===== src/rtl/pc_unit.sv =====
// Program-counter unit for the fetch stage: next-PC selection with stall,
// exception/eret handling and a small circular return-address stack.
module pc_unit #(
  parameter int unsigned       WIDTH        = 32,
  parameter logic [WIDTH-1:0]  RESET_VECTOR = '0,
  parameter logic [WIDTH-1:0]  EXC_VECTOR   = WIDTH'(32'h8000_0180),
  parameter int unsigned       RAS_DEPTH    = 4
) (
  input  logic                       clk,
  input  logic                       reset,
  input  logic                       stall,
  input  logic                       exception,
  input  logic                       eret,
  input  logic                       branch_taken,
  input  logic [WIDTH-1:0]           branch_target,
  input  logic                       ret,
  input  logic [WIDTH-1:0]           ret_target,
  input  logic                       jump,
  input  logic                       call,
  input  logic [WIDTH-1:0]           jump_target,
  output logic [WIDTH-1:0]           pc_out,
  output logic [WIDTH-1:0]           pc_plus4,
  output logic [WIDTH-1:0]           epc,
  output logic                       in_exception,
  output logic                       double_fault,
  output logic [$clog2(RAS_DEPTH):0] ras_count
);

  localparam int unsigned      PTR_W      = $clog2(RAS_DEPTH);
  localparam int unsigned      CNT_W      = PTR_W + 1;
  localparam logic [WIDTH-1:0] ALIGN_MASK = ~WIDTH'(3);

  logic [WIDTH-1:0]                pc_q, pc_d;
  logic [WIDTH-1:0]                epc_q, epc_d;
  logic                            in_exc_q, in_exc_d;
  logic                            dfault_q, dfault_d;
  logic [PTR_W-1:0]                ptr_q, ptr_d;
  logic [CNT_W-1:0]                cnt_q, cnt_d;
  logic [RAS_DEPTH-1:0][WIDTH-1:0] ras_q, ras_d;
  logic [PTR_W-1:0]                top_idx;
  logic [WIDTH-1:0]                seq_pc;

  assign seq_pc  = pc_q + WIDTH'(4);
  assign top_idx = ptr_q - PTR_W'(1);

  // Next-state selection in strict priority order; losers have no side effects.
  always_comb begin
    pc_d     = pc_q;
    epc_d    = epc_q;
    in_exc_d = in_exc_q;
    dfault_d = dfault_q;
    ptr_d    = ptr_q;
    cnt_d    = cnt_q;
    ras_d    = ras_q;
    if (exception) begin
      pc_d = EXC_VECTOR & ALIGN_MASK;
      if (!in_exc_q) begin
        epc_d    = pc_q;
        in_exc_d = 1'b1;
      end else begin
        dfault_d = 1'b1;
      end
    end else if (!stall) begin
      if (eret && in_exc_q) begin
        pc_d     = epc_q & ALIGN_MASK;
        in_exc_d = 1'b0;
      end else if (branch_taken) begin
        pc_d = branch_target & ALIGN_MASK;
      end else if (ret) begin
        if (cnt_q != CNT_W'(0)) begin
          pc_d  = ras_q[top_idx] & ALIGN_MASK;
          ptr_d = top_idx;
          cnt_d = cnt_q - CNT_W'(1);
        end else begin
          pc_d = ret_target & ALIGN_MASK;
        end
      end else if (jump) begin
        pc_d = jump_target & ALIGN_MASK;
        if (call) begin
          // Circular push: when full, the write lands on the oldest entry.
          ras_d[ptr_q] = seq_pc & ALIGN_MASK;
          ptr_d        = ptr_q + PTR_W'(1);
          if (cnt_q != CNT_W'(RAS_DEPTH)) begin
            cnt_d = cnt_q + CNT_W'(1);
          end
        end
      end else begin
        pc_d = seq_pc;
      end
    end
  end

  // State registers with synchronous reset.
  always_ff @(posedge clk) begin
    if (reset) begin
      pc_q     <= RESET_VECTOR;
      epc_q    <= '0;
      in_exc_q <= 1'b0;
      dfault_q <= 1'b0;
      ptr_q    <= '0;
      cnt_q    <= '0;
      ras_q    <= '0;
    end else begin
      pc_q     <= pc_d;
      epc_q    <= epc_d;
      in_exc_q <= in_exc_d;
      dfault_q <= dfault_d;
      ptr_q    <= ptr_d;
      cnt_q    <= cnt_d;
      ras_q    <= ras_d;
    end
  end

  assign pc_out       = pc_q;
  assign pc_plus4     = seq_pc;
  assign epc          = epc_q;
  assign in_exception = in_exc_q;
  assign double_fault = dfault_q;
  assign ras_count    = cnt_q;

endmodule


===== config.mk =====
export PLATFORM = sky130hd
export DESIGN_NAME = pc_unit
export DESIGN_NICKNAME = d
export VERILOG_FILES = /design/src/rtl/pc_unit.sv
export SDC_FILE = /design/constraint.sdc
export NUM_CORES = 1
export LEC_CHECK = 0
export ABC_AREA = 1
export BUFFER_PORTS_ARGS = -buffer_cell sky130_fd_sc_hd__clkbuf_2
export CORE_MARGIN = 2
export CORE_UTILIZATION = 24
export DETAILED_ROUTE_END_ITERATION = 10
export HOLD_SLACK_MARGIN = 0.12
export PLACE_DENSITY = 0.43
export SLEW_MARGIN = 30
export SYNTH_ARGS = -nofsm -noshare
export SYNTH_HDL_FRONTEND = slang
export SYNTH_SLANG_ARGS = --single-unit

===== constraint.sdc =====
create_clock -name clk -period 2.58 [get_ports clk]
set_input_delay 0.129 -clock clk [delete_from_list [all_inputs] [get_ports clk]]
set_output_delay 0.129 -clock clk [all_outputs]
set_load 0.03 [all_outputs]

==> qor.yml, run 1 <==
yosys:
  synthMuxAreaShare_pct: 0
  ys.flop_type: "dfxtp_1"
  synth_top_area_cell: "dfxtp_1"
  syn_inst: 1612
  synth_simple_gate_area_share_pct: 31.1
  yosysSeqAreaShare_pct: 36.6
  synth_xor_area_share_pct: 1.52
  synth_top_family_by_area: "simple AND/OR/NAND/NOR gates"
  synth_top_area_share_pct: 36.6
  synth-edff-count: 0
  synthTopCellsByArea: "dfxtp_1 (37%), nand2_1 (12%), nor2_1 (11%)"
  post_synth_instance_area_um2: 10200
  postSynthAreaPerCell_um2: 6.35
  synth_fa_ha_area_share_pct: 0.807
  synth_compound_area_share_pct: 18.8
  synthArstFlopShare_pct: 0
  ys.warnings.count: 0
  synth.distinct_cells: 42
  ys_ff_latch: 187
worst_setup_path:
  cp-start-kind: "register"
  cp_slowest_cell: "dfxtp_1"
  worstSetupEndpointType: "output pin"
  cp_top_family: "simple AND/OR/NAND/NOR gates"
  critPathRequiredTime_ps: 2450
  path_max_fanout: 6
  r2r-start: "pc_out[2]$_SDFFE_PP0N_"
  r2r_cells: 11
  cp_cell_sequence: "nand2_1 -> nor2_2 -> nand2_1 -> nor3_1 -> nand3_1 -> nand2_2 -> clkbuf_2"
  path_buf_inv: 1
  crit_top_cell: "nand2_1"
  critPathMaxStageDelay_ps: 470
  reg2reg_to: "pc_out[19]$_SDFFE_PP0N_"
  path_class: "register to output pin"
  crit_arrival_ps: 2330
  rrSetupSlack_ps: 180
global_routing:
  grt_pass1_wl_mm: 62.9
  track_usage_pct: 18.5
  grt_pass1_vias: 10200
  grt_max_degree: 80
  grt-ovfl-total: 0
  antenna_found_initial: 0
detailed_routing:
  drt_iter0_drc: 786
  avgRoutedWirePerCell_um: 17.6
  num_vias: 10900
  vias_per_cell: 4.65
  final_antenna_net_count: 0
  wl_mm: 41.4
  drcViolationCount: 0
  dr.pass1.iters: 5
min_path:
  hold_end: "pc_out[29]$_SDFFE_PP0N_"
  hold_start: "ret_target[29]"
  holdPathStages: 7
  hp-class: "primary input to register"
die:
  ios: 206
  core_area_um2: 42000
  initial_utilization_pct: 24.3
  die_h_um: 211
  num_rows: 75
  fp.dieW_um: 211
  die_area_um2: 44300
place:
  dp_hpwl_mm: 29.4
  numPortBuffers: 193
  gp_congestion: 0.838
  placedCellCount: 2289
power_and_ir_drop:
  p_leak_nw: 5.98
  power.density_nw_per_um2: 544
  vdd.ir_drop.worst_v: 0.000325
layout:
  fin_nets: 1911
  final_layout_size_suffix_gt1_share_pct: 18.2
  utilization_pct: 30.4
  final_cell_mix: "nand2_1 (308), nor2_1 (287), clkbuf_2 (190)"
  fin_cells: 2350
  area_growth_syn_to_layout_pct: 24.9
  num_antenna_cells: 0
  layout_commonest_cell: "nand2_1"
clocking:
  clk_pin_slew_worst_paths_ps: 80
  cts_root_buf: "clkbuf_16"
  insertion_delay_ps: 460
  htree_levels: 4
  cts.path.max_buffers: 2
  cts_tree: "done"
  cts_buffers: 17
  cts.sinks: 187
status:
  outcome: "finished, final reports clean"
timing:
  rsz0062_at_grt: "true"
  skew_ps: 14.4
  fin_crit_sh_pct: 95.2
  fmax_mhz: 407
  drv_slew: 0
  post-route-min-period_ps: 2460
  finalSetupViolations: 0
  finalHoldViolCount: 0
  worst_pin_slew_ps: 799
  relSlewSlack_pct: 46.4
job:
  cap_violations: 0
[area by class of cell]
cell class              count  area [um2]
well taps                 539         674
fillers                  4730       29300
inverters                 157         594
repair buffers            271        1710
flip-flops and latches    187        3750
multi-input cells        1166        5440
clock inverters             8         133
clock buffers              22         484
[Yosys cell counts (2+ instances only)]
library cell and instances:
nand3_1 111, nor2_2 6, nor2_1 294, nand2_4 5, inv_1 147, buf_4 9
o21ai_0 161, clkinv_1 3, clkbuf_2 3, buf_8 3, a311oi_1 2, ha_1 5
clkinv_2 4, a31oi_1 3, xor2_1 6, buf_6 8, nand2_1 316, xor2_2 2
nand3b_1 8, or2_2 9, buf_1 16, nand4_1 6, a21oi_1 126, nor3_1 6
dfxtp_1 187, buf_2 11, clkbuf_1 57, inv_2 3, o21ai_1 55, o211ai_1 18
o21bai_1 3, xnor2_1 8, nand2_2 2
[sequential cells by signal, indices dropped and copies added (netlist names)]
signal	cells
double_fault	1
epc	30
in_exception	1
pc_out	30
ptr_q	2
ras_count	3
ras_q	120
[cells by family (layout without fill, tap and decap cells)]
| group | after synthesis | after routing |
|---|---|---|
| other cells | 1 | 6 |
| fa+ha+maj | 6 | 6 |
| compound gates | 370 | 370 |
| flops | 187 | 187 |
| simple gates | 768 | 768 |
| xor+xnor | 16 | 16 |
| buf+inv | 264 | 458 |
[metal layers]
layer	up-vias	part of all wire, %	track usage, %
li1	5519	-	-
met1	5081	48	25.9
met2	278	46	29.5
met3	43	3.8	2.23
met4	0	2.1	6.19
met5	-	0	0
[what timing repair did]
item | CTS | global route
hold endpoints to repair | 30 | 0
endpoints found under the setup margin | 8 | 15
setup buffers | 1 | 0
hold buffers | 30 | 0
pin swaps | 1 | 0
cloned | 0 | 0
resized for setup | 10 | 21
[worst register-to-register path, cell delays in order, from the launching register on]
cell and delay [ps]:
dfxtp_1 340, buf_4 200, inv_1 130, nor2_2 200
nand3_1 200, o21ai_1 190, nand2_2 140, nand2_1 100
nand3_1 80, a21oi_1 130, dlygate4sd3_1 560, nor2_1 40
[where the power goes]
part / switching (mW) / total (mW) / leakage, nW / internal, mW
combinational: 0.726 / 1.06 / 4.16 / 0.332
clock: 1.24 / 2.87 / 0.300 / 1.63
sequential: 0.0694 / 3.02 / 1.52 / 2.95
[worst max path at each step]
stage	cells after the start	startpoint	endpoint
after floorplan	8	pc_out[2]$_SDFFE_PP0N_	pc_out[16]$_SDFFE_PP0N_
after global placement	12	pc_out[3]$_SDFFE_PP0N_	pc_out[24]$_SDFFE_PP0N_
after detailed placement	12	pc_out[3]$_SDFFE_PP0N_	pc_out[24]$_SDFFE_PP0N_
after CTS	8	pc_out[3]$_SDFFE_PP0N_	pc_plus4[30]
after global routing	9	pc_out[17]$_SDFFE_PP0N_	pc_plus4[31]
final	7	pc_out[15]$_SDFFE_PP0N_	pc_plus4[25]
[metrics by stage]
stage / power [mW] / setup slack [ps] / TNS (ps) / hold slack (ps) / area [um2]
after global placement: 4.10 / 295 / 0 / 425 / 11800
after detailed placement: 4.10 / 283 / 0 / 429 / 11800
after floorplan: 3.68 / 129 / 0 / 274 / 10300
after CTS: 7.01 / 6.16 / 0 / 121 / 12700
final: 6.95 / 123 / 0 / 134 / 12800
after global routing: 7.21 / -57.6 / -116 / 159 / 12800
(Power assumes the default switching activity.)
==> inputs of run 2 (changes only) <==
--- a/config.mk
+++ b/config.mk
@@ -8,10 +8,10 @@
 export ABC_AREA = 1
 export BUFFER_PORTS_ARGS = -buffer_cell sky130_fd_sc_hd__clkbuf_2
 export CORE_MARGIN = 2
-export CORE_UTILIZATION = 24
+export CORE_UTILIZATION = 25
 export DETAILED_ROUTE_END_ITERATION = 10
 export HOLD_SLACK_MARGIN = 0.12
-export PLACE_DENSITY = 0.43
+export PLACE_DENSITY = 0.45
 export SLEW_MARGIN = 30
 export SYNTH_ARGS = -nofsm -noshare
 export SYNTH_HDL_FRONTEND = slang
==> run 2 against run 1 <==
Effect of this change: die area is 3.9% lower; flip-flop and latch count unchanged; first-iteration DRC count increased by 26%; sequential power is essentially flat; utilization increased by 1.3 points; setup slack better by 25 ps; non-clock buffer count is 5 higher; sequential share of layout area down 0.19 points; clock skew shrank 4.1 ps.
==> qor.yml, run 2 (synthesized netlist as in run 1, its figures left out) <==
status:
  outcome: "finished, final reports clean"
die:
  initial_utilization_pct: 25.2  # +0.83 points
  die_h_um: 206  # -2.0%
  fp.dieW_um: 206  # -2.0%
  core_area_um2: 40600  # -3.3%
  die_area_um2: 42600  # -3.9%
  num_rows: 74  # -1.3%
  ios: 206  # unchanged
timing:
  worst_pin_slew_ps: 785  # -13.3 ps
  final.setup.tns_ps: 0  # unchanged
  worst_slack_ps: 148  # +25.3 ps
  finalHoldViolCount: 0  # unchanged
  fmax_mhz: 411  # +1.0%
  finalSetupViolations: 0  # unchanged
  rsz0062_at_grt: "false"
  drv_slew: 0  # unchanged
  post-route-min-period_ps: 2430  # -25.3 ps
  fin_crit_sh_pct: 94.3  # -0.98 points
  skew_ps: 10.4  # -4.05 ps
  relSlewSlack_pct: 47.3  # +0.89 points
detailed_routing:
  final_antenna_net_count: 0  # unchanged
  vias_per_cell: 4.69  # +0.95%
  avgRoutedWirePerCell_um: 17.5  # -0.47%
  drcViolationCount: 0  # unchanged
  num_vias: 11000  # +0.91%
  dr.pass1.iters: 5  # unchanged
  wl_mm: 41.2  # -0.51%
  drt_iter0_drc: 988  # +26%
worst_setup_path:
  r2r_cells: 10  # -1
  critPathMaxStageDelay_ps: 410  # -60 ps
  cp_cell_sequence: "ha_1 -> nand2_1 -> nor2_2 -> nand3_2 -> nor2_4 -> xor2_4 -> clkbuf_4"
  cp-start-kind: "register"
  crit_arrival_ps: 2300  # -30 ps
  r2r-start: "ras_count[0]$_SDFFE_PP0P_"
  critPathRequiredTime_ps: 2450  # about the same
  path_max_fanout: 6  # unchanged
  rrSetupSlack_ps: 180  # about the same
  worstSetupEndpointType: "output pin"
  path_class: "register to output pin"
  cp_slowest_cell: "dfxtp_2"
  reg2reg_to: "pc_out[23]$_SDFFE_PP0N_"
layout:
  fin_cells: 2349  # -0.043%
  num_antenna_cells: 0  # unchanged
  top_register: "ras_q"
  largest_reg_flops: 120  # unchanged
  final_cell_mix: "nand2_1 (306), nor2_1 (285), clkbuf_2 (189)"
  final_layout_size_suffix_gt1_share_pct: 18.8  # +0.66 points
  fin_nets: 1916  # +0.26%
  layout_commonest_cell: "nand2_1"
  area_growth_syn_to_layout_pct: 25.8
place:
  placedCellCount: 2285  # -0.17%
  place_ws_ps: 252  # -30.4 ps
  dp_hpwl_mm: 29.0  # -1.4%
  gp_congestion: 0.857  # +2.2%
  numPortBuffers: 193  # unchanged
clocking:
  insertion_delay_ps: 450  # about the same
  cts_root_buf: "clkbuf_16"
  cts_buffers: 17  # unchanged
  cts_tree: "done"
  clk_pin_slew_worst_paths_ps: 80  # about the same
  cts.sinks: 187  # unchanged
  htree_levels: 4  # unchanged
  cts.path.max_buffers: 2  # unchanged
  cts_setup_buffers: 0  # -1
power_and_ir_drop:
  vdd.ir_drop.worst_v: 0.000386  # +19%
  p_leak_nw: 6.01  # +0.59%
  power.density_nw_per_um2: 536  # -1.4%
min_path:
  hold_start: "branch_target[8]"
  hp-class: "primary input to register"
  holdPathStages: 7  # unchanged
  hold_end: "pc_out[8]$_SDFFE_PP0P_"
global_routing:
  grt_max_degree: 71  # -11%
  track_usage_pct: 19.5  # +1.0 points
  grt-ovfl-total: 0  # unchanged
  antenna_found_initial: 0  # unchanged
  grt_pass1_wl_mm: 62.8  # -0.13%
  grt_pass1_vias: 10400  # +1.9%
job:
  cap_violations: 0  # unchanged
==> run 2: critical path, delay by kind of cell (launching register included) <==
kind | cells | cell delay, ps
adders and majority gates | 1 | 240
and+or+nand+nor | 4 | 660
buffers and inverters | 1 | 260
DFF | 1 | 410
xor gates and xnor gates | 1 | 280
==> run 2: final cells by class <==
type / count / area, um2
Inverter: 157 / 594
Clock inverter: 10 / 140
Tap cell: 532 / 666
Fill cell: 4420 / 27800
Sequential cell: 187 / 3750
Clock buffer: 21 / 470
Timing Repair Buffer: 276 / 1750
Multi-Input combinational cell: 1166 / 5500
==> run 2: power breakdown <==
group	total, mW	switching, mW	internal, mW
Combinational	1.06	0.720	0.338
Clock	2.82	1.22	1.60
Sequential	3.03	0.0730	2.95
Total	6.91	2.02	4.89
==> run 2: worst max-delay path by stage <==
stage / from / to
after global placement: pc_out[3]$_SDFFE_PP0N_ / pc_out[24]$_SDFFE_PP0N_
final: pc_out[3]$_SDFFE_PP0N_ / pc_plus4[22]
after detailed placement: pc_out[3]$_SDFFE_PP0N_ / pc_out[24]$_SDFFE_PP0N_
after CTS: pc_out[4]$_SDFFE_PP0N_ / pc_plus4[15]
after floorplan: pc_out[2]$_SDFFE_PP0N_ / pc_out[16]$_SDFFE_PP0N_
after global routing: pc_out[6]$_SDFFE_PP0N_ / pc_out[19]$_SDFFE_PP0N_
==> run 2: stage by stage <==
step	power (mW)	hold WS [ps]	area [um2]	util (%)
6_report	6.91	132	12900	31.7
5_1_grt	7.20	165	12900	31.7
4_1_cts	6.98	122	12800	31.4
3_5_place_dp	4.10	432	11800	29.0
3_3_place_gp	4.10	420	11800	29.0
2_1_floorplan	3.68	274	10300	-
==> run 2: what timing repair did <==
action,CTS,global route
hold buffers,33,0
endpoints found under the setup margin,13,15
hold endpoints to repair,32,0
resized for setup,15,32
==> run 2: layer usage <==
layer | share of wire, % | vias up | wire length [um] | GRT usage (%)
met2 | 47 | 305 | 19200 | 31.6
met4 | 1.9 | 0 | 788 | 5.46
met1 | 47 | 5135 | 19400 | 26.9
li1 | - | 5539 | - | -
met3 | 4.3 | 41 | 1770 | 2.89
met5 | 0 | - | 0 | 0
